<file path="config.mk">
export PLATFORM = sky130hd
export DESIGN_NAME = count_monitor
export DESIGN_NICKNAME = d
export VERILOG_FILES = /design/src/rtl/count_monitor.sv
export SDC_FILE = /design/constraint.sdc
export NUM_CORES = 1
export LEC_CHECK = 0
export ABC_AREA = 1
export BUFFER_PORTS_ARGS = -buffer_cell sky130_fd_sc_hd__buf_2
export CAP_MARGIN = 20
export CORE_UTILIZATION = 50
export CTS_CLUSTER_SIZE = 14
export DETAILED_ROUTE_END_ITERATION = 8
export PLACE_DENSITY = 0.73
export SETUP_SLACK_MARGIN = 0.3
export SLEW_MARGIN = 10
export SYNTH_ARGS = -nofsm -noshare
export SYNTH_HDL_FRONTEND = slang
export SYNTH_SLANG_ARGS = --single-unit
</file>
<file path="constraint.sdc">
create_clock -name clk -period 5.05 [get_ports clk]
set_input_delay 1.01 -clock clk [delete_from_list [all_inputs] [get_ports clk]]
set_output_delay 1.01 -clock clk [all_outputs]
set_load 0.01 [all_outputs]
</file>
<file path="src/rtl/count_monitor.sv">
// Observer for an up/down counter output: running min/max, modular step, wrap counts
// and hysteresis threshold alarms. Define COUNT_MONITOR_SAT_EN for saturating wrap counters.
module count_monitor #(
  parameter int W    = 8,
  parameter int HOLD = 2,
  parameter int CW   = 4
) (
  input  logic          clk,
  input  logic          rst,
  input  logic [W-1:0]  q_in,
  input  logic          sample,
  input  logic          clr,
  input  logic [W-1:0]  hi_thr,
  input  logic [W-1:0]  lo_thr,
  output logic [W-1:0]  q_min,
  output logic [W-1:0]  q_max,
  output logic [W-1:0]  delta,
  output logic [CW-1:0] wrap_up_cnt,
  output logic [CW-1:0] wrap_dn_cnt,
  output logic          alarm_hi,
  output logic          alarm_lo
);

  localparam int SW = $clog2(HOLD + 1);
  localparam logic [SW-1:0] HOLD_V = SW'(HOLD);
  localparam logic [W-1:0]  ONES   = {W{1'b1}};

  typedef enum logic [1:0] {IDLE, TRACK, ALARM_HI, ALARM_LO} state_t;

  state_t         state;
  logic [W-1:0]   prev;
  logic           prev_valid;
  logic [SW-1:0]  streak;
  logic           streak_hi;

  logic           q_hi;
  logic           q_lo;
  logic           wrap_up_hit;
  logic           wrap_dn_hit;
  logic [SW-1:0]  run_len;

  function automatic logic [CW-1:0] bump(input logic [CW-1:0] cnt);
`ifdef COUNT_MONITOR_SAT_EN
    return (cnt == {CW{1'b1}}) ? cnt : cnt + 1'b1;
`else
    return cnt + 1'b1;
`endif
  endfunction

  always_comb begin
    q_hi        = q_in > hi_thr;
    q_lo        = !q_hi && (q_in < lo_thr);
    wrap_up_hit = prev_valid && (prev == ONES) && (q_in == '0);
    wrap_dn_hit = prev_valid && (prev == '0) && (q_in == ONES);
    run_len     = '0;
    // A streak continues only while the qualifying direction is unchanged.
    if (q_hi || q_lo) begin
      if (streak != '0 && streak_hi == q_hi)
        run_len = (streak >= HOLD_V) ? streak : streak + 1'b1;
      else
        run_len = SW'(1);
    end
  end

  always_ff @(posedge clk or posedge rst) begin
    if (rst) begin
      q_min       <= ONES;
      q_max       <= '0;
      delta       <= '0;
      wrap_up_cnt <= '0;
      wrap_dn_cnt <= '0;
      alarm_hi    <= 1'b0;
      alarm_lo    <= 1'b0;
      state       <= IDLE;
      streak      <= '0;
      streak_hi   <= 1'b0;
      prev        <= '0;
      prev_valid  <= 1'b0;
    end else if (clr) begin
      q_min       <= ONES;
      q_max       <= '0;
      delta       <= '0;
      wrap_up_cnt <= '0;
      wrap_dn_cnt <= '0;
      alarm_hi    <= 1'b0;
      alarm_lo    <= 1'b0;
      state       <= IDLE;
      streak      <= '0;
      streak_hi   <= 1'b0;
      prev        <= '0;
      prev_valid  <= 1'b0;
    end else if (sample) begin
      if (q_in < q_min) q_min <= q_in;
      if (q_in > q_max) q_max <= q_in;
      prev       <= q_in;
      prev_valid <= 1'b1;
      delta      <= prev_valid ? q_in - prev : '0;
      if (wrap_up_hit) wrap_up_cnt <= bump(wrap_up_cnt);
      if (wrap_dn_hit) wrap_dn_cnt <= bump(wrap_dn_cnt);

      case (state)
        IDLE: begin
          state     <= TRACK;
          streak    <= run_len;
          streak_hi <= q_hi;
        end
        TRACK: begin
          if (run_len >= HOLD_V) begin
            state    <= q_hi ? ALARM_HI : ALARM_LO;
            alarm_hi <= q_hi;
            alarm_lo <= !q_hi;
            streak   <= '0;
          end else begin
            streak    <= run_len;
            streak_hi <= q_hi;
          end
        end
        ALARM_HI: begin
          // The exit sample seeds a lo streak; no direct jump to ALARM_LO.
          if (!q_hi) begin
            state     <= TRACK;
            alarm_hi  <= 1'b0;
            streak    <= q_lo ? SW'(1) : '0;
            streak_hi <= 1'b0;
          end else begin
            streak <= '0;
          end
        end
        ALARM_LO: begin
          if (q_in >= lo_thr) begin
            state     <= TRACK;
            alarm_lo  <= 1'b0;
            streak    <= q_hi ? SW'(1) : '0;
            streak_hi <= 1'b1;
          end else begin
            streak <= '0;
          end
        end
        default: state <= IDLE;
      endcase
    end
  end

endmodule

</file>
==> impl_metrics.csv <==
group,metric,value,unit
sta,min_period_over_period,50.24,%
floorplan,die_w,84.75,um
sta,rsz0062_at_grt,"false",
logic_synthesis,synth-edff-count,0,
detailed_routing,first_iter_violations,100,
logic_synthesis,synth_top_area_share,29.24,%
logic_synthesis,synth_cell_types,44,
sta,hold_viol,0,
detailed_routing,drt_wl_total,7.780,mm
worst_setup_path,crit_arrival,2.76,ns
sta,relSlewSlack,57.53,%
worst_setup_path,worstPathRequired,5.27,ns
sta,fin_tns_setup,0,ns
detailed_routing,drc,0,
worst_setup_path,path_buf_inv,3,
sta,hold_ws,0.4709,ns
sta,maxSlewViolCount,0,
floorplan,core,0.006495,mm^2
cts,hold_buffers,0,
logic_synthesis,yosys-top-cells-count,"nand2_1 (74), inv_1 (73), ha_1 (41)",
cts,insertion_delay,0.32,ns
worst_setup_path,crit_family,"adder cells",
logic_synthesis,synth_compound_area_share,12.17,%
worst_setup_path,path_class,"in -> reg",
detailed_routing,wl_per_cell,13.79,um
logic_synthesis,syn_nets,492,
cts,cts-root-buf,"clkbuf_8",
global_routing,antenna_found_initial,0,
logic_synthesis,syn_avg_cell_area,8.112,um^2
global_routing,grt_max_degree,49,
floorplan,start_util,52.71,%
sta,tightest_slew,0.6322,ns
power,p_leak,2.121,nW
sta,fin_skew,0.01525,ns
logic_synthesis,synthAdderAreaFrac,15.57,%
worst_setup_path,cp_max_fo,9,
outcome,status,"complete, no violations",
floorplan,io_pins,62,
cts,cts-resized-gates,0,
cts,clk_pin_slew,0.09,ns
logic_synthesis,synth_most_common_cell,"nand2_1",
cts,cts_made_buffers,5,
worst_hold_path,hold_path.class,"reg -> reg",
layout,antenna_cells,0,
layout,fin_nets,556,
layout,syn_to_final_growth,14.55,%
placed_design,io_buffers,61,
worst_setup_path,path_cells,"buf_2 -> inv_2 -> ha_1 -> inv_1 -> fa_1 -> a31oi_1 -> nor2_1 -> nor2_1 -> nor2_1 -> nor2_1 -> o21ai_0 -> o21ai_0",
power,irDropWorstVdd,155.7,uV
placed_design,hpwl,5.870,mm
global_routing,grt_first_pass_wirelength,13.63,mm
logic_synthesis,synth_top_family_by_area,"simple AND/OR/NAND/NOR gates",
job,drv_cap,0,
cts,post_cts_buffers,0,
logic_synthesis,async_flop_share,100.0,%
detailed_routing,vias,2986,
cts,cts_tree,"done",
cts,h-tree-depth,2,
logic_synthesis,ys_ff_latch,48,
global_routing,grt_pass1_vias,2935,
sta,setup_viol,0,
logic_synthesis,muxShareOfSynthArea,0,%
logic_synthesis,synth_warnings,0,
worst_setup_path,cp_slowest_cell,"fa_1",
floorplan,std_cell_rows,29,
detailed_routing,viasPerCell,5.294,
detailed_routing,dr.pass1.iters,7,
global_routing,grt_util_all_layers,24.00,%
worst_setup_path,critPathMostFrequentCell,"nor2_1",
sta,fmax,394.1,MHz
logic_synthesis,syn_inst,422,
power,power_density,276.2,mW/mm^2
floorplan,die_area,0.007182,mm^2
detailed_routing,final_antenna_net_count,0,
logic_synthesis,synth_top_cells_by_area,"dfrtp_1 (29%), ha_1 (15%), nand2_1 (8.1%), inv_1 (8.0%), dfstp_2 (6.1%)",
logic_synthesis,synth-simple-area-share,25.04,%
cts,cts.sinks,48,
logic_synthesis,ys.flop_type,"dfrtp_1",
logic_synthesis,synth_top_area_cell,"dfrtp_1",
worst_setup_path,cp-end-kind,"register",
worst_setup_path,worstSetupStartpointType,"input pin",
sta,period_needed,2.537,ns
floorplan,die_h,84.75,um
logic_synthesis,ys_seq_area_share,35.38,%
global_routing,grt_overflow,0,
cts,clockBufferDepth,2,
logic_synthesis,synthXorXnorAreaFrac,2.047,%
placed_design,gp_congestion,0.8393,
layout,drive_gt1_share,22.59,%
logic_synthesis,syn-cell-area,0.003423,mm^2
worst_setup_path,slowest_delay,0.40,ns
[final timing paths]
check | from | endpoint | slack (ns) | depth (start not counted)
min in group asynchronous | rst | state[1] | 0.61 | 2
hold reg to reg | alarm_lo | alarm_lo | 0.47 | 2
max in group asynchronous | rst | q_min[0] | 3.89 | 3
hold / removal | alarm_lo | alarm_lo | 0.47 | 2
setup / recovery | q_in[0] | delta[6] | 2.51 | 12
setup reg to reg | prev[0] | delta[6] | 3.19 | 10
[cell families after synthesis]
group | Yosys count
adder cells (fa/ha/maj) | 42
XOR/XNOR | 8
AO/OA/AOI/OAI | 68
AND/OR/NAND/NOR | 172
flip-flops | 48
buffers and inverters | 84
[registers in the layout (all words and copies together) (netlist names)]
signal and count:
delta 8, prev 8, q_max 8, q_min 8, wrap_dn_cnt 4, wrap_up_cnt 4
state 2, streak 2, alarm_hi 1, alarm_lo 1, prev_valid 1, streak_hi 1
[layer usage]
metal,global-route usage (%),part of all wire [%],routed length (um)
met1,31.19,45,3518
met2,40.72,48,3705
met3,3.933,5.3,410
met4,8.166,1.9,145
met5,0,0,0
[layout make-up]
cell class,instances,area (um^2)
clock buffers,5,68.82
clock inverters,3,46.29
fillers,602,2574
inverters,79,296.5
multi-input cells,290,1877
flip-flops and latches,48,1211
well taps,77,96.34
repair buffers,62,325.3
[worst reg2reg max path, cell delays in order (launching register included)]
cell and delay [ns]:
dfrtp_1 0.37, ha_1 0.14, inv_1 0.06, fa_1 0.40
a31oi_1 0.23, nor2_1 0.08, nor2_1 0.09, nor2_1 0.06
nor2_1 0.08, o21ai_0 0.07, o21ai_0 0.21
[power breakdown]
group / internal [W] / switching [W] / leakage [nW] / total [W]
combinational: 0.000123 / 0.000206 / 1.44 / 0.000329
clock: 0.000149 / 0.000143 / 0.0548 / 0.000292
sequential: 0.000430 / 0.0000314 / 0.622 / 0.000462
[stage by stage]
step | instance area, um^2 | setup WS (ns) | power [W] | std cells | util (%)
floorplan | 3423 | 2.584 | 0.0007021 | 422 | -
global placement | 3786 | 2.308 | 0.0007862 | 555 | 58.29
detailed placement | 3786 | 2.218 | 0.0007965 | 555 | 58.29
CTS | 3901 | 2.544 | 0.001088 | 563 | 60.07
global route | 3921 | 2.254 | 0.001165 | 564 | 60.37
finish | 3921 | 2.513 | 0.001083 | 564 | 60.37
[layout by cell type (no fill, tap or decap), types with 3 or more instances in the layout]
cell	netlist	layout
xor2_1	5	5
nor2_2	6	6
o21ai_0	18	18
a21oi_1	18	18
nand2_2	6	6
o21ai_1	3	3
nand4_1	6	6
nor3_1	7	7
dfrtp_1	40	40
o22ai_1	16	16
nand3_1	25	25
ha_1	41	41
nand2_1	74	74
dfstp_2	8	8
inv_1	73	72
xnor2_1	3	3
clkbuf_8	1	5
nor2_1	33	33
inv_2	5	6
nand2_4	4	4
buf_2	1	61
(Power assumes the default switching activity.)
